$ cat src/rtl/vend_disp_pkg.sv
// -----------------------------------------------------------------------------
// vend_disp_pkg
// Shared definitions for the vending dispense controller slice.
//   - State encodings for the vend channel and the change channel FSMs.
//   - Default timing constants (jam timeout, coin pulse high/low lengths).
//   - cntW(): width helper sizing a counter that must reach n-1.
// No ports (package).
// -----------------------------------------------------------------------------
package vend_disp_pkg;

  typedef enum logic [1:0] {
    V_IDLE  = 2'd0,
    V_RUN   = 2'd1,
    V_FAULT = 2'd2
  } vend_state_e;

  typedef enum logic [1:0] {
    C_IDLE  = 2'd0,
    C_PULSE = 2'd1,
    C_GAP   = 2'd2
  } chg_state_e;

  localparam int DEF_PEND_W      = 3;
  localparam int DEF_TIMEOUT_CYC = 32;
  localparam int DEF_COIN_PULSE  = 4;
  localparam int DEF_COIN_GAP    = 4;

  // Bits needed for a counter running 0..n-1 (never less than one bit).
  function automatic int cntW(input int n);
    int w;
    w = 1;
    while ((1 << w) < n) w++;
    return w;
  endfunction

endpackage

$ cat src/rtl/vend_coin_pulser.sv
// -----------------------------------------------------------------------------
// vend_coin_pulser
// Change channel: counts pending change requests and drives the change
// solenoid with one fixed-length pulse per coin, each followed by a fixed low
// gap. Runs independently of the vend channel.
// Ports:
//   sys_clk, sys_rst_n : clock, asynchronous active-low reset
//   ret_i              : one-cycle change request
//   coin_out_o         : change solenoid drive (registered)
//   ovf_o              : request lost this cycle because the counter was full
//   busy_o             : pending count nonzero or FSM not idle
// -----------------------------------------------------------------------------
module vend_coin_pulser
  import vend_disp_pkg::*;
#(
  parameter int PEND_W     = DEF_PEND_W,
  parameter int COIN_PULSE = DEF_COIN_PULSE,
  parameter int COIN_GAP   = DEF_COIN_GAP
) (
  input  logic sys_clk,
  input  logic sys_rst_n,
  input  logic ret_i,
  output logic coin_out_o,
  output logic ovf_o,
  output logic busy_o
);

  localparam int CNT_W = cntW((COIN_PULSE > COIN_GAP) ? COIN_PULSE : COIN_GAP);

  chg_state_e        state_q;
  logic [PEND_W-1:0] pend_q, pend_d;
  logic [CNT_W-1:0]  cnt_q;
  logic              coin_q;
  logic              take;

  // A coin is started (and the request consumed) whenever the FSM is idle
  // with something queued.
  assign take = (state_q == C_IDLE) && (pend_q != '0);

  // Pending counter: simultaneous request and consume cancel out; a request
  // arriving while full is dropped and reported.
  always_comb begin
    pend_d = pend_q;
    ovf_o  = 1'b0;
    if (ret_i && !take) begin
      if (&pend_q) ovf_o = 1'b1;
      else         pend_d = pend_q + 1'b1;
    end else if (!ret_i && take) begin
      pend_d = pend_q - 1'b1;
    end
  end

  always_ff @(posedge sys_clk or negedge sys_rst_n) begin
    if (!sys_rst_n) pend_q <= '0;
    else            pend_q <= pend_d;
  end

  // Coin FSM: high for COIN_PULSE cycles, low for COIN_GAP cycles, then one
  // idle cycle before the next coin may start.
  always_ff @(posedge sys_clk or negedge sys_rst_n) begin
    if (!sys_rst_n) begin
      state_q <= C_IDLE;
      cnt_q   <= '0;
      coin_q  <= 1'b0;
    end else begin
      case (state_q)
        C_IDLE: begin
          if (take) begin
            state_q <= C_PULSE;
            coin_q  <= 1'b1;
            cnt_q   <= '0;
          end
        end
        C_PULSE: begin
          if (cnt_q == CNT_W'(COIN_PULSE - 1)) begin
            state_q <= C_GAP;
            coin_q  <= 1'b0;
            cnt_q   <= '0;
          end else begin
            cnt_q <= cnt_q + 1'b1;
          end
        end
        C_GAP: begin
          if (cnt_q == CNT_W'(COIN_GAP - 1)) begin
            state_q <= C_IDLE;
            cnt_q   <= '0;
          end else begin
            cnt_q <= cnt_q + 1'b1;
          end
        end
        default: begin
          state_q <= C_IDLE;
          coin_q  <= 1'b0;
          cnt_q   <= '0;
        end
      endcase
    end
  end

  assign coin_out_o = coin_q;
  assign busy_o     = (pend_q != '0) || (state_q != C_IDLE);

endmodule

$ cat src/rtl/vend_dispense_ctrl.sv
// -----------------------------------------------------------------------------
// vend_dispense_ctrl
// Downstream of the vending FSM: queues sell and change requests, runs the
// product motor until the drop sensor confirms a dispense (or declares a jam
// on timeout), and drives the change solenoid through vend_coin_pulser.
// Ports:
//   sys_clk, sys_rst_n : clock, asynchronous active-low reset
//   coke, ret          : one-cycle sell / change requests
//   drop_sense         : asynchronous product-drop sensor level
//   fault_clr          : one-cycle jam clear (only acts while jammed)
//   motor_on, coin_out : actuator drives
//   vend_done          : one-cycle pulse per successful dispense
//   fault              : sticky jam flag
//   ovf                : sticky flag, a request was lost to a full counter
//   busy               : anything queued or either channel active
//   vend_total, jam_total : statistics, present only with VEND_STAT_EN
// Optional feature macro: VEND_STAT_EN
// -----------------------------------------------------------------------------
module vend_dispense_ctrl
  import vend_disp_pkg::*;
#(
  parameter int PEND_W      = DEF_PEND_W,
  parameter int TIMEOUT_CYC = DEF_TIMEOUT_CYC,
  parameter int COIN_PULSE  = DEF_COIN_PULSE,
  parameter int COIN_GAP    = DEF_COIN_GAP
) (
  input  logic        sys_clk,
  input  logic        sys_rst_n,
  input  logic        coke,
  input  logic        ret,
  input  logic        drop_sense,
  input  logic        fault_clr,
  output logic        motor_on,
  output logic        coin_out,
  output logic        vend_done,
  output logic        fault,
  output logic        ovf,
  output logic        busy
`ifdef VEND_STAT_EN
  ,
  output logic [15:0] vend_total,
  output logic [7:0]  jam_total
`endif
);

  localparam int TMR_W = cntW(TIMEOUT_CYC);

  logic              ds1_q, ds_s_q;
  vend_state_e       vstate_q;
  logic [PEND_W-1:0] vend_pend_q, vend_pend_d;
  logic [TMR_W-1:0]  timer_q;
  logic              motor_q, done_q, fault_q, ovf_q;
  logic              vend_take, vend_ok, vend_jam, vend_ovf_ev;
  logic              chg_ovf_ev, chg_busy;

  // Two-flop synchroniser; nothing downstream looks at raw drop_sense.
  always_ff @(posedge sys_clk or negedge sys_rst_n) begin
    if (!sys_rst_n) begin
      ds1_q  <= 1'b0;
      ds_s_q <= 1'b0;
    end else begin
      ds1_q  <= drop_sense;
      ds_s_q <= ds1_q;
    end
  end

  assign vend_take = (vstate_q == V_IDLE) && (vend_pend_q != '0);
  // A drop seen on the timeout cycle still counts as a success.
  assign vend_ok   = (vstate_q == V_RUN) && ds_s_q;
  assign vend_jam  = (vstate_q == V_RUN) && !ds_s_q &&
                     (timer_q == TMR_W'(TIMEOUT_CYC - 1));

  // Vend pending counter; keeps queueing while jammed.
  always_comb begin
    vend_pend_d = vend_pend_q;
    vend_ovf_ev = 1'b0;
    if (coke && !vend_take) begin
      if (&vend_pend_q) vend_ovf_ev = 1'b1;
      else              vend_pend_d = vend_pend_q + 1'b1;
    end else if (!coke && vend_take) begin
      vend_pend_d = vend_pend_q - 1'b1;
    end
  end

  always_ff @(posedge sys_clk or negedge sys_rst_n) begin
    if (!sys_rst_n) vend_pend_q <= '0;
    else            vend_pend_q <= vend_pend_d;
  end

  // Vend FSM with registered motor, done pulse and jam flag.
  always_ff @(posedge sys_clk or negedge sys_rst_n) begin
    if (!sys_rst_n) begin
      vstate_q <= V_IDLE;
      timer_q  <= '0;
      motor_q  <= 1'b0;
      done_q   <= 1'b0;
      fault_q  <= 1'b0;
    end else begin
      done_q <= 1'b0;
      case (vstate_q)
        V_IDLE: begin
          if (vend_take) begin
            vstate_q <= V_RUN;
            motor_q  <= 1'b1;
            timer_q  <= '0;
          end
        end
        V_RUN: begin
          if (vend_ok) begin
            vstate_q <= V_IDLE;
            motor_q  <= 1'b0;
            done_q   <= 1'b1;
          end else if (vend_jam) begin
            vstate_q <= V_FAULT;
            motor_q  <= 1'b0;
            fault_q  <= 1'b1;
          end else begin
            timer_q <= timer_q + 1'b1;
          end
        end
        V_FAULT: begin
          motor_q <= 1'b0;
          if (fault_clr) begin
            vstate_q <= V_IDLE;
            fault_q  <= 1'b0;
          end
        end
        default: begin
          vstate_q <= V_IDLE;
          motor_q  <= 1'b0;
          fault_q  <= 1'b0;
        end
      endcase
    end
  end

  // Overflow from either channel latches until reset.
  always_ff @(posedge sys_clk or negedge sys_rst_n) begin
    if (!sys_rst_n) ovf_q <= 1'b0;
    else if (vend_ovf_ev || chg_ovf_ev) ovf_q <= 1'b1;
  end

  vend_coin_pulser #(
    .PEND_W    (PEND_W),
    .COIN_PULSE(COIN_PULSE),
    .COIN_GAP  (COIN_GAP)
  ) u_coin (
    .sys_clk   (sys_clk),
    .sys_rst_n (sys_rst_n),
    .ret_i     (ret),
    .coin_out_o(coin_out),
    .ovf_o     (chg_ovf_ev),
    .busy_o    (chg_busy)
  );

`ifdef VEND_STAT_EN
  logic [15:0] vend_total_q;
  logic [7:0]  jam_total_q;

  // Dispense count wraps; jam count sticks at its maximum.
  always_ff @(posedge sys_clk or negedge sys_rst_n) begin
    if (!sys_rst_n) begin
      vend_total_q <= '0;
      jam_total_q  <= '0;
    end else begin
      if (vend_ok)                   vend_total_q <= vend_total_q + 16'd1;
      if (vend_jam && !(&jam_total_q)) jam_total_q <= jam_total_q + 8'd1;
    end
  end

  assign vend_total = vend_total_q;
  assign jam_total  = jam_total_q;
`endif

  assign motor_on  = motor_q;
  assign vend_done = done_q;
  assign fault     = fault_q;
  assign ovf       = ovf_q;
  assign busy      = (vend_pend_q != '0) || (vstate_q != V_IDLE) || chg_busy;

endmodule

$ cat config.mk
export PLATFORM = sky130hd
export DESIGN_NAME = vend_dispense_ctrl
export DESIGN_NICKNAME = d
export VERILOG_FILES = /design/src/rtl/vend_disp_pkg.sv /design/src/rtl/vend_coin_pulser.sv /design/src/rtl/vend_dispense_ctrl.sv
export SDC_FILE = /design/constraint.sdc
export NUM_CORES = 1
export LEC_CHECK = 0
export ABC_AREA = 1
export BUFFER_PORTS_ARGS = -buffer_cell sky130_fd_sc_hd__buf_2
export CAP_MARGIN = 25
export CORE_ASPECT_RATIO = 1.25
export CORE_MARGIN = 4
export CORE_UTILIZATION = 60
export DETAILED_ROUTE_END_ITERATION = 6
export GPL_TIMING_DRIVEN = 0
export PLACE_DENSITY_LB_ADDON = 0.25
export SETUP_SLACK_MARGIN = 0.5
export SLEW_MARGIN = 15
export SYNTH_ARGS = -nofsm -noshare
export SYNTH_HDL_FRONTEND = slang
export SYNTH_SLANG_ARGS = --single-unit
$ cat constraint.sdc
create_clock -name sys_clk -period 2.75 [get_ports sys_clk]
set_input_delay 0.1375 -clock sys_clk [delete_from_list [all_inputs] [get_ports sys_clk]]
set_output_delay 0.1375 -clock sys_clk [all_outputs]
set_load 0.01 [all_outputs]
* After elaboration in Yosys (flattened, before gate mapping) *
Cells that the tools add are included.

operators by class
  equal/unequal tests = 17
  bitwise gates (word level) = 2
  mux-type cells = 39
  add/sub/neg operators = 6
  reduce and logical (&&, ||, !) cells = 38

operators by type and width
  cell                 count
  $mux 2               9
  $mux 3               6
  $mux 5               3
  $reduce_and 3->1     5
  $mux 1               14
  $ne 2x2->1 const B   7
  $pmux 2 s3           2
  $pmux 5 s2           1
  $reduce_bool 2->1    5
  $logic_and 1x1->1    9
  $reduce_and 4->1     2
  $add 3x1->3 const B  2
  $eq 2x2->1 const B   3
  $ne 2x1->1 const B   3
  $pmux 1 s3           2
  $reduce_and 2->1     3
  $reduce_bool 3->1    2
  $sub 3x1->3 const B  2
  $add 5x1->5 const B  1
  $eq 5x5->1 const B   1
  $logic_not 1->1      5
  $eq 2x1->1 const B   2
  $logic_not 2->1      2
  $logic_or 1x1->1     4
  6 further kinds      7

word-level totals
  logic and storage cells = 115
  register bits = 24

* Logic depth before layout (Yosys ltp) *
Gate-level depths: netlist of run 1.

  depth in word-level cells = 6
  depth in mapped cells = 10
  gate-level depth less buffers = 10

* Hierarchy *
A second synthesis of run 1 with hierarchy kept.

unflattened totals
  cell total of the unflattened synthesis = 147
  area, all modules = 1322.5 sq um

by module, submodules not included
  module              instances  sequential area each (sq um)  cells each  area an instance (sq um)
  vend_dispense_ctrl  1          400.4                         84          800.8
  vend_coin_pulser    1          200.2                         63          521.8

* Least setup slack after synthesis of run 1 *
No wires, ideal clock.

  kind = register -> register
  start = reg u_coin.state_q[0]
  end = reg u_coin.pend_q[2]
  library setup time = 117 ps
  clock period less this slack = 1645 ps
  slack = 1105 ps
  path buffers = 0
  stages on the path, launching flop included = 9
  arrival time = 1528 ps
  data required time = 2633 ps
  cell sequence = dfrtp_1 -> inv_1 -> ha_1 -> nand2_2 -> nand2_2 -> fa_1 -> nand3b_1 -> nand4_1 -> nand2_1

between the ends
  longest elaborated chain between the ends = 6
  elaborated cells between the ends (all ways) = 9
  those cells by class = eq/ne: 1; mux: 1; reduce/logical: 7

ends and longest elaborated chain
  item                                                                     line                    text
  start: declaration                                                       vend_coin_pulser.sv:30  chg_state_e state_q;
  start signal: assignment                                                 vend_coin_pulser.sv:62  state_q <= C_IDLE;
  start signal: assignment                                                 vend_coin_pulser.sv:69  state_q <= C_PULSE;
  start signal: assignment                                                 vend_coin_pulser.sv:76  state_q <= C_GAP;
  $logic_not 2->1 (*)                                                      vend_coin_pulser.sv:38  assign take = (state_q == C_IDLE) && (pend_q != '0);
  $logic_and 1x1->1 (*)                                                    vend_coin_pulser.sv:38
  $logic_not 1->1                                                          vend_coin_pulser.sv:45  if (ret_i && !take) begin
  $logic_and 1x1->1                                                        vend_coin_pulser.sv:45
  $ne 2x2->1 (no source line) / $reduce_bool 2->1 (equally long branches)  n/a
  $reduce_and 2->1 (no source line)                                        n/a
  end signal: assignment                                                   vend_coin_pulser.sv:55  else pend_q <= pend_d;
  end: declaration                                                         vend_coin_pulser.sv:31  logic [PEND_W-1:0] pend_q, pend_d;

Every way passes the cells marked *; elsewhere a longest branch is shown, timed or not.
A chain may end at the register's enable or synchronous reset.

* Worst setup path after layout of run 1 *
  start = reg u_coin.state_q[0]
  end = out busy

between the ends
  longest elaborated chain between the ends = 3

ends and longest elaborated chain
  item               line                       text
  $reduce_bool 2->1  vend_coin_pulser.sv:101    assign busy_o = (pend_q != '0) || (state_q != C_IDLE);
  $logic_or 1x1->1   vend_coin_pulser.sv:101
  $logic_or 1x1->1   vend_dispense_ctrl.sv:179  assign busy = (vend_pend_q != '0) || (vstate_q != V_IDLE) || chg_busy;
  end: declaration   vend_dispense_ctrl.sv:38   output logic busy

No other way between the ends.

==> results of run 1 <==
worst min-delay path, cell delays in order:
cell	delay, ns
buf_2	0.07
nor3_1	0.05
inv_1	0.05
nand2_1	0.04
cell type report:
class | instances | area (um2) | area share, %
repair buffers | 13 | 75.1 | 5.47
clock buffers | 3 | 22.5 | 1.64
inverters | 20 | 75.1 | 5.47
well taps | 20 | 25.0 | 1.82
multi-input cells | 93 | 573 | 41.8
flip-flops and latches | 24 | 601 | 43.8
worst paths after layout:
check / end / slack [ns]
setup / recovery: busy / 0.93
hold / removal: vstate_q[1] / 0.08
setup reg to reg: u_coin.pend_q[2] / 0.96
hold reg to reg: ds_s_q / 0.37
max in group asynchronous: u_coin.cnt_q[1] / 2.08
min in group asynchronous: vend_pend_q[1] / 0.32
metrics by stage:
| step | util [%] | area, um2 |
|---|---|---|
| 4_1_cts | 69.2 | 1370 |
| 5_1_grt | 69.2 | 1370 |
| 2_1_floorplan | - | 1250 |
| 3_5_place_dp | 67.0 | 1330 |
| 6_report | 69.2 | 1370 |
| 3_3_place_gp | 67.0 | 1330 |
power breakdown:
group          leakage [nW]  switching, mW  internal [mW]
sequential            0.297          0.101          0.481
clock                0.0138         0.0940         0.0510
combinational         0.387          0.431          0.267
total                 0.698          0.627          0.799
layer usage:
layer	vias to the layer above	share of wire, %	global-route usage [%]
li1	480	-	-
met1	436	41	18.4
met2	16	53	31.0
met3	6	4.0	4.03
met4	0	2.1	8.08
met5	-	0	0
sequential cells by signal, indices dropped and copies added (netlist names):
signal	cells
motor_on	1
fault	1
ds_s_q	1
u_coin.state_q	2
ovf	1
vend_done	1
u_coin.coin_out_o	1
vstate_q	2
vend_pend_q	3
u_coin.pend_q	3
ds1_q	1
u_coin.cnt_q	2
timer_q	5
repair_timing:
action	in CTS	in global routing
hold buffers	2	0
resized for setup	0	0
endpoints found under the hold margin	25	0
kinds of logic after synthesis:
logic type | Yosys count | share of synthesized area (%)
compound gates | 19 | 8.02
xor+xnor | 2 | 1.40
fa+ha+maj | 8 | 9.22
buf+inv | 20 | 6.01
flops | 24 | 48.1
simple gates | 64 | 27.3
cells in the final DEF, fill, tap and decap left out:
master,synthesis,routed
clkbuf_4,0,3
o21ai_1,1,1
dfrtp_1,24,24
ha_1,6,6
nand3b_1,3,3
nor2_4,1,1
xor2_1,2,2
o21ai_0,7,7
inv_1,19,19
nor2_1,6,6
nand2_4,3,3
o31ai_1,1,1
inv_2,1,1
nand2_2,6,6
or2_1,1,1
fa_1,2,2
o21bai_1,1,1
a21oi_1,9,9
nor3_1,1,1
nor2_2,1,1
buf_2,0,11
nand4_1,4,4
nand2_1,24,24
nand3_2,2,2
dlygate4sd3_1,0,2
nand3_1,12,12
==> reports/metrics.csv, run 1 <==
stage,metric,value,unit
setup_path,critPathRequiredTime,2.61,ns
clock_tree,clk_latency,0.30,ns
timing,relSlewSlack,65.7,%
floorplanning,placeableCoreArea,0.00198,mm2
placed_design,portBuffers,11,
synthesis,async_reset_ff_share,100,%
synthesis,syn_area,0.00125,mm2
setup_path,slowest_delay,0.42,ns
floorplanning,num_rows,18,
final_layout,fin_nets,169,
timing,fin_crit_sh,66.0,%
clock_tree,postCtsSetupBuffers,0,
setup_path,cp-startpoint,u_coin.state_q[0],
synthesis,synth_top_area_share,48.1,%
placed_design,place_congestion,0.766,
clock_tree,clock-sinks,24,
final_layout,antenna_cells,0,
floorplanning,start_util,63.0,%
setup_path,crit_path_max_fanout,6,
final_layout,final_layout_size_suffix_gt1_share,18.3,%
floorplanning,die_width,48.8,um
drt,post-route-drc-count,0,
global_route,grt_use_total,17.0,%
timing,tns,0,ns
clock_tree,numCtsBuffers,3,
clock_tree,cts_htree_levels,1,
floorplanning,fp.dieH,59.0,um
setup_path,crit_path_start_kind,flop,
setup_path,worstPathCellList,inv_1 -> ha_1 -> nand3_1 -> or2_1 -> buf_2,
clock_tree,cts_root_buffer,clkbuf_4,
synthesis,synth_edf_count,0,
status,status,"finished, final reports clean",
setup_path,cp_num_buf_inv,2,
timing,setup_viol,0,
timing,slew_violations,0,
setup_path,worst_r2r_path_depth,9,
timing,rsz0062_at_grt,false,
setup_path,cp.arrival,1.68,ns
synthesis,synth-main-ff-cell,dfrtp_1,
timing,fmax,551,MHz
global_route,first_global_vias,993,
global_route,antenna_found_initial,0,
power_and_ir_drop,power.density,1040,mW/mm2
synthesis,synth-seq-cells,24,
setup_path,crit_path_end_kind,output port,
global_route,grt_pass1_wl,3.92,mm
drt,drt-wirelength-per-cell,11.9,um
final_layout,fill_cells,162,
placed_design,place_inst,168,
drt,first_iter_violations,15,
timing,setup_slack,0.934,ns
power_and_ir_drop,ir_worst_vdd,0.582,mV
synthesis,yosys.area.top_type,dfrtp_1,
setup_path,critPathKind,reg -> out,
final_layout,finalNonFillerCells,173,
clock_tree,clock_path_buffers,2,
drt,via_per_inst,5.42,
timing,fin_crit,1.82,ns
setup_path,crit_cells,5,
synthesis,syn_inst,137,
synthesis,ys_warn_count,0,
timing,hold_viol,0,
synthesis,syn_area_per_cell,9.11,um2
clock_tree,cts_tree,done,
setup_path,crit_family,simple AND/OR/NAND/NOR gates,
min_path,hold_path_class,in -> reg,
min_path,hold_path_depth,4,
timing,tightest_slew,0.514,ns
synthesis,yosys.cell_types.count,23,
final_layout,area_growth,9.82,%
synthesis,yosysSeqAreaShare,48.1,%
setup_path,worstReg2RegStart,u_coin.pend_q[0],
global_route,grt_max_degree,25,
clock_tree,path_clk_slew,0.12,ns
power_and_ir_drop,power.total,1.43,mW
placed_design,place_ws,0.969,ns
setup_path,critPathSlowestCell,dfrtp_1,
drt,firstDrtPassIters,4,
floorplanning,die-area,0.00288,mm2
timing,hold_ws,0.0817,ns
drt,routed-via-count,938,
placed_design,dpl.hpwl,1.68,mm
power_and_ir_drop,leakagePower,0.698,nW
drt,ant_nets,0,
global_route,grt_overflow,0,
timing,finClkSkew,0.00362,ns
synthesis,synth_area_leaders,"dfrtp_1 48%, nand2_1 7.2%, ha_1 6.0%",
min_path,min_from,fault_clr,
floorplanning,io_pins,12,
synthesis,syn-num-nets,151,
flow_run,maxCapViolCount,0,
synthesis,synth_common_cells,"24 x dfrtp_1, 24 x nand2_1, 19 x inv_1, 12 x nand3_1, 9 x a21oi_1",
drt,wl,2.06,mm
No activity file was read; power rests on OpenSTA's default activity.
==> run 2, diff against run 1 <==
- CORE_UTILIZATION: 60 -> 57
- clock period: 2.75 -> 1.8 ns (I/O delays scaled with it)
==> run 2 against run 1 <==
  * The run now ends with hold timing left
  * Non-clock buffer count rose by 38
  * Clock skew is essentially flat
  * Clock power up 74%
  * First-iteration DRC count grew to 3.5 times the previous value
  * Sequential power up 54%
  * Flip-flop and latch count stayed put
  * Critical path depth up 4
  * Final cell count increased by 22%
  * Via count rose by 29%
  * Final area rose by 32%
==> reports/metrics.csv, run 2 (same netlist as run 1, synthesis figures left out) <==
stage,metric,value,unit,change
floorplanning,fp.dieH,60.3,um,+2.2%
setup_path,crit_path_start_kind,flop,,
setup_path,crit_path_max_fanout,3,,-3
final_layout,final_layout_size_suffix_gt1_share,53.4,%,+35 points
final_layout,top_register,timer_q,,
power_and_ir_drop,power.density,1750,mW/mm2,+68%
drt,via_per_inst,5.75,,+6.0%
clock_tree,numCtsBuffers,3,,unchanged
timing,hold_ws,-0.00692,ns,-0.0886 ns
global_route,grt_use_total,20.6,%,+3.6 points
timing,setup_viol,0,,unchanged
drt,wl,3.52,mm,+71%
timing,fin_crit,1.59,ns,
timing,finClkSkew,0.00391,ns,+0.000291 ns
clock_tree,clk_latency,0.33,ns,+0.03 ns
setup_path,cp.arrival,1.87,ns,+0.19 ns
clock_tree,path_clk_slew,0.14,ns,+0.02 ns
final_layout,final_cell_mix,"35 x buf_4, 22 x dfrtp_1, 17 x nand2_1",,
drt,firstDrtPassIters,4,,unchanged
placed_design,place_congestion,0.798,,+4.1%
status,status,"finished, violations left",,
floorplanning,die-area,0.00301,mm2,+4.5%
drt,ant_nets,0,,unchanged
power_and_ir_drop,leakagePower,0.890,nW,+28%
min_path,hold_path_class,in -> reg,,
timing,rsz0062_at_grt,true,,
final_layout,antenna_cells,0,,unchanged
clock_tree,cts_root_buffer,clkbuf_4,,
final_layout,area_growth,44.9,%,
final_layout,largest_register_ffs,5,,unchanged
placed_design,dpl.hpwl,1.69,mm,+0.58%
clock_tree,cts_htree_levels,1,,unchanged
power_and_ir_drop,power.total,3.16,mW,+120%
global_route,antenna_found_initial,0,,unchanged
timing,tightest_slew,0.541,ns,+0.0272 ns
flow_run,maxCapViolCount,0,,unchanged
drt,first_iter_violations,52,,+37
floorplanning,io_pins,12,,unchanged
final_layout,layout_commonest_cell,buf_4,,
floorplanning,start_util,61.6,%,-1.4 points
final_layout,fin_nets,207,,+22%
floorplanning,placeableCoreArea,0.00203,mm2,+2.3%
timing,tns,0,ns,unchanged
global_route,grt_max_degree,25,,unchanged
timing,fmax,628,MHz,
global_route,grt_overflow,0,,unchanged
clock_tree,clock-sinks,24,,unchanged
timing,relSlewSlack,63.9,%,-1.8 points
setup_path,critPathRequiredTime,2.08,ns,-0.53 ns
clock_tree,clock_path_buffers,2,,unchanged
setup_path,critPathKind,reg -> reg,,
global_route,first_global_vias,1169,,+18%
drt,routed-via-count,1213,,+29%
timing,slew_violations,0,,unchanged
global_route,grt_pass1_wl,4.65,mm,+19%
final_layout,top_regs,"timer_q: 5 flops, u_coin.pend_q: 3 flops, vend_pend_q: 3 flops",,
timing,hold_viol,1,,+1
status,failed_checks,hold timing,,
placed_design,portBuffers,11,,unchanged
drt,post-route-drc-count,0,,unchanged
timing,fin_crit_sh,88.5,%,
floorplanning,die_width,49.9,um,+2.2%
floorplanning,num_rows,18,,unchanged
drt,drt-wirelength-per-cell,16.7,um,+40%
clock_tree,cts_tree,done,,
power_and_ir_drop,ir_worst_vdd,1.38,mV,+140%
setup_path,crit_path_end_kind,flop,,
run 2: worst paths after layout:
check,from,endpoint,slack (ns),cells past startpoint
min reg2reg,ds1_q,ds_s_q,0.37,0
min in group asynchronous,sys_rst_n,vstate_q[1],0.27,2
min,fault_clr,vstate_q[1],-0.007,4
max reg2reg,u_coin.pend_q[2],u_coin.pend_q[2],0.21,9
max,u_coin.pend_q[2],u_coin.pend_q[2],0.21,9
max in group asynchronous,sys_rst_n,u_coin.pend_q[0],1.15,2
run 2: where the power goes:
group	internal (mW)	leakage (nW)	switching, mW
clock network	0.0788	0.0138	0.174
logic	0.950	0.582	1.06
registers	0.739	0.295	0.157
total	1.77	0.890	1.39
run 2: metal layers:
| metal | vias up | routed length (um) | share of wire, % | global-route usage [%] |
|---|---|---|---|---|
| met4 | 0 | 78 | 2.2 | 9.09 |
| met3 | 11 | 122 | 3.5 | 2.21 |
| met1 | 607 | 1410 | 40 | 22.0 |
| met5 | - | 0 | 0 | 0 |
| li1 | 559 | - | - | - |
| met2 | 36 | 1900 | 54 | 40.8 |
run 2: area by class of cell:
type / count / area [um2]
Timing Repair Buffer: 51 / 375
Clock buffer: 3 / 22.5
Sequential cell: 24 / 603
Inverter: 20 / 77.6
Multi-Input combinational cell: 93 / 706
Tap cell: 20 / 25.0
Fill cell: 98 / 218
run 2: timing repair:
| action | in CTS | in global routing |
|---|---|---|
| hold buffers | 2 | 0 |
| resized for setup | 23 | 18 |
| setup endpoints to repair | 15 | 18 |
| setup buffers | 22 | 16 |
| hold endpoints to repair | 25 | 0 |
| gates cloned | 0 | 0 |
| pin swaps | 16 | 23 |
run 2: critical path: stages (launching register included):
cell,delay (ns)
dfrtp_1,0.44
nor2_4,0.14
nand2_2,0.08
nand2_4,0.09
nand2_4,0.06
fa_2,0.36
nand3b_1,0.18
nand3_1,0.10
nand2_1,0.05
nand2_1,0.05
run 2: stage by stage:
| stage | utilization (%) | worst slack [ns] | cells | hold slack, ns | cell area (um2) |
|---|---|---|---|---|---|
| final | 89.3 | 0.207 | 211 | -0.00692 | 1810 |
| after global routing | 89.3 | 0.104 | 211 | 0.00187 | 1810 |
| after CTS | 80.4 | 0.233 | 195 | 0.00973 | 1630 |
| after detailed placement | 66.5 | 0.135 | 168 | 0.101 | 1350 |
| after global placement | 66.5 | 0.172 | 168 | 0.0957 | 1350 |
| after floorplan | - | 0.264 | 137 | -0.206 | 1270 |
==> run 3, diff against run 2 <==
- SETUP_SLACK_MARGIN: 0.5 -> 0.02
==> run 3 against run 2 <==
  * The flow now finishes without violations
  * Clock power is 8.7% higher
  * Worst setup slack worse by 0.12 ns
  * Critical path depth decreased by 1
  * Global-route usage is 4.2 points lower
  * Final area down 18%
  * Clock skew up 0.0026 ns
  * Utilization fell by 16 points
  * Register-to-register slack got worse by 0.12 ns
  * Non-clock buffer count decreased by 29
  * Count of clock-buffer cells in the layout is 1 higher
  * Die area unchanged
  * Fmax shrank 6.8%
  * Critical endpoint unchanged
  * Highest routed layer unchanged
==> reports/metrics.csv, run 3 (same netlist as run 1, synthesis figures left out) <==
stage,metric,value,unit,change
clock_tree,cts_tree,done,,
drt,ant_nets,0,,unchanged
global_route,grt_max_degree,25,,unchanged
final_layout,fin_nets,178,,-14%
clock_tree,path_clk_slew,0.13,ns,about the same
final_layout,antenna_cells,0,,unchanged
clock_tree,cts_root_buffer,clkbuf_4,,
drt,routed-via-count,991,,-18%
setup_path,crit_path_end_kind,flop,,
power_and_ir_drop,internal_power,1.43,mW,-19%
power_and_ir_drop,power.total,2.45,mW,-22%
global_route,grt_use_total,16.4,%,-4.2 points
power_and_ir_drop,comb_power_share,53.2,%,-10 points
power_and_ir_drop,p_switching,1.02,mW,-26%
placed_design,dpl.hpwl,1.62,mm,-4.2%
power_and_ir_drop,leakagePower,0.749,nW,-16%
clock_tree,numCtsBuffers,3,,unchanged
placed_design,place_ws,0.00641,ns,-0.129 ns
final_layout,final_util,72.8,%,-16 points
clock_tree,clock_path_buffers,2,,unchanged
floorplanning,placeableCoreArea,0.00203,mm2,unchanged
power_and_ir_drop,power_frac_seq,35.6,%,+7.2 points
floorplanning,die-area,0.00301,mm2,unchanged
clock_tree,clock-sinks,24,,unchanged
final_layout,multiInputGateArea,596,um2,-16%
setup_path,critPathRequiredTime,2.01,ns,-0.07 ns
timing,fin_crit,1.71,ns,+0.116 ns
power_and_ir_drop,p_sw_share,41.7,%,-2.3 points
timing,slew_violations,0,,unchanged
flow_run,maxCapViolCount,0,,unchanged
timing,tns,0,ns,unchanged
min_path,hold_path_class,in -> reg,,
global_route,antenna_found_initial,0,,unchanged
setup_path,cp.arrival,1.92,ns,+0.05 ns
placed_design,place_congestion,0.835,,+4.6%
final_layout,seq_area,602,um2,-0.21%
drt,post-route-drc-count,0,,unchanged
clock_tree,clk_latency,0.30,ns,-0.03 ns
final_layout,fill_cells,152,,+55%
drt,first_iter_violations,31,,-40%
final_layout,area_growth,18.2,%,
global_route,grt_overflow,0,,unchanged
timing,tightest_slew,0.521,ns,-0.0205 ns
timing,setup_viol,0,,unchanged
timing,fmax,585,MHz,-6.8%
final_layout,top_regs,"timer_q: 5 flops, u_coin.pend_q: 3 flops, vend_pend_q: 3 flops",,
timing,rsz0062_at_grt,false,,
final_layout,top_register,timer_q,,
global_route,grt_pass1_wl,3.88,mm,-16%
timing,finClkSkew,0.00648,ns,+0.00258 ns
final_layout,final_cell_mix,"23 x nand2_1, 23 x dfrtp_1, 18 x inv_1",,
setup_path,crit_path_start_kind,flop,,
final_layout,largest_register_ffs,5,,unchanged
timing,hold_ws,0.0343,ns,+0.0413 ns
floorplanning,io_pins,12,,unchanged
power_and_ir_drop,pwr-share-clk,11.2,%,+3.2 points
drt,wl,2.15,mm,-39%
floorplanning,die_width,49.9,um,unchanged
timing,fin_crit_sh,94.9,%,+6.4 points
setup_path,crit_path_max_fanout,3,,unchanged
floorplanning,fp.dieH,60.3,um,unchanged
power_and_ir_drop,ir_worst_vdd,1.06,mV,-23%
final_layout,final_layout_size_suffix_gt1_share,27.0,%,-26 points
floorplanning,num_rows,18,,unchanged
placed_design,portBuffers,11,,unchanged
floorplanning,start_util,61.6,%,unchanged
drt,firstDrtPassIters,4,,unchanged
drt,drt-wirelength-per-cell,11.7,um,-30%
drt,via_per_inst,5.42,,-5.8%
setup_path,critPathKind,reg -> reg,,
global_route,first_global_vias,1030,,-12%
status,status,"finished, final reports clean",,
timing,hold_viol,0,,-1
timing,relSlewSlack,65.3,%,+1.4 points
clock_tree,cts_htree_levels,1,,unchanged
power_and_ir_drop,power.density,1660,mW/mm2,-5.0%
timing,setup_slack,0.0915,ns,-0.116 ns
## run 3: cell count changes in the layout (fill, tap and decap cells not counted), moves of 3 or more
cell and change:
a21oi_2 -5, nand2_4 -4, a21oi_1 +5, ha_1 +4
ha_2 -4, nand3_1 +3, inv_2 -5, o21ai_0 +4
nand2_1 +6, buf_4 -26, inv_1 +6, o21ai_1 -3
## run 3: worst paths after layout
check / startpoint / depth (start not counted) / slack, ns / to
worst max-delay path: u_coin.pend_q[1] / 8 / 0.09 / u_coin.pend_q[2]
worst min register to register: ds1_q / 0 / 0.37 / ds_s_q
worst min-delay path: fault_clr / 4 / 0.03 / vstate_q[1]
worst max register to register: u_coin.pend_q[1] / 8 / 0.09 / u_coin.pend_q[2]
min in group asynchronous: sys_rst_n / 2 / 0.27 / vend_pend_q[1]
max in group asynchronous: sys_rst_n / 2 / 1.16 / vend_pend_q[0]
## run 3: worst max-delay path, cell delays in order (launching register included)
cell and delay, ns:
dfrtp_1 0.44, inv_1 0.13, nand2_2 0.09, nand2_2 0.09, nand2_2 0.08, fa_1 0.44, nand3b_1 0.19, nand4_1 0.10
nand2_1 0.05
## run 3: power groups by stage
stage | Clock [mW] | Combinational [mW] | Sequential (mW)
2_1_floorplan | 0 | 0.822 | 0.885
3_3_place_gp | 0 | 0.999 | 0.890
3_5_place_dp | 0 | 1.06 | 0.901
4_1_cts | 0.287 | 1.11 | 0.877
5_1_grt | 0.315 | 1.49 | 0.893
6_report | 0.275 | 1.30 | 0.871
## run 3: routing by layer
metal | up-vias | wire (um) | GRT usage [%]
li1 | 496 | - | -
met1 | 473 | 971 | 17.4
met2 | 18 | 1070 | 32.7
met3 | 4 | 81 | 2.95
met4 | 0 | 23 | 5.14
met5 | - | 0 | 0
## run 3: stage by stage
stage               area, um2  instances
floorplan                1250        137
global placement         1330        168
detailed placement       1330        168
CTS                      1400        176
global route             1480        183
finish                   1480        183
## run 3: cell type report
type                            instances  share of cell area [%]
Clock buffer                            4                    2.46
Tap cell                               20                    1.69
Multi-Input combinational cell         93                    40.3
Timing Repair Buffer                   22                    9.66
Sequential cell                        24                    40.8
Inverter                               20                    5.08
## run 3: timing repair
item	CTS	global route
hold buffers	2	0
setup buffers	2	7
gates resized for setup	0	7
endpoints found under the setup margin	2	3
pin swaps	0	1
endpoints found under the hold margin	25	0
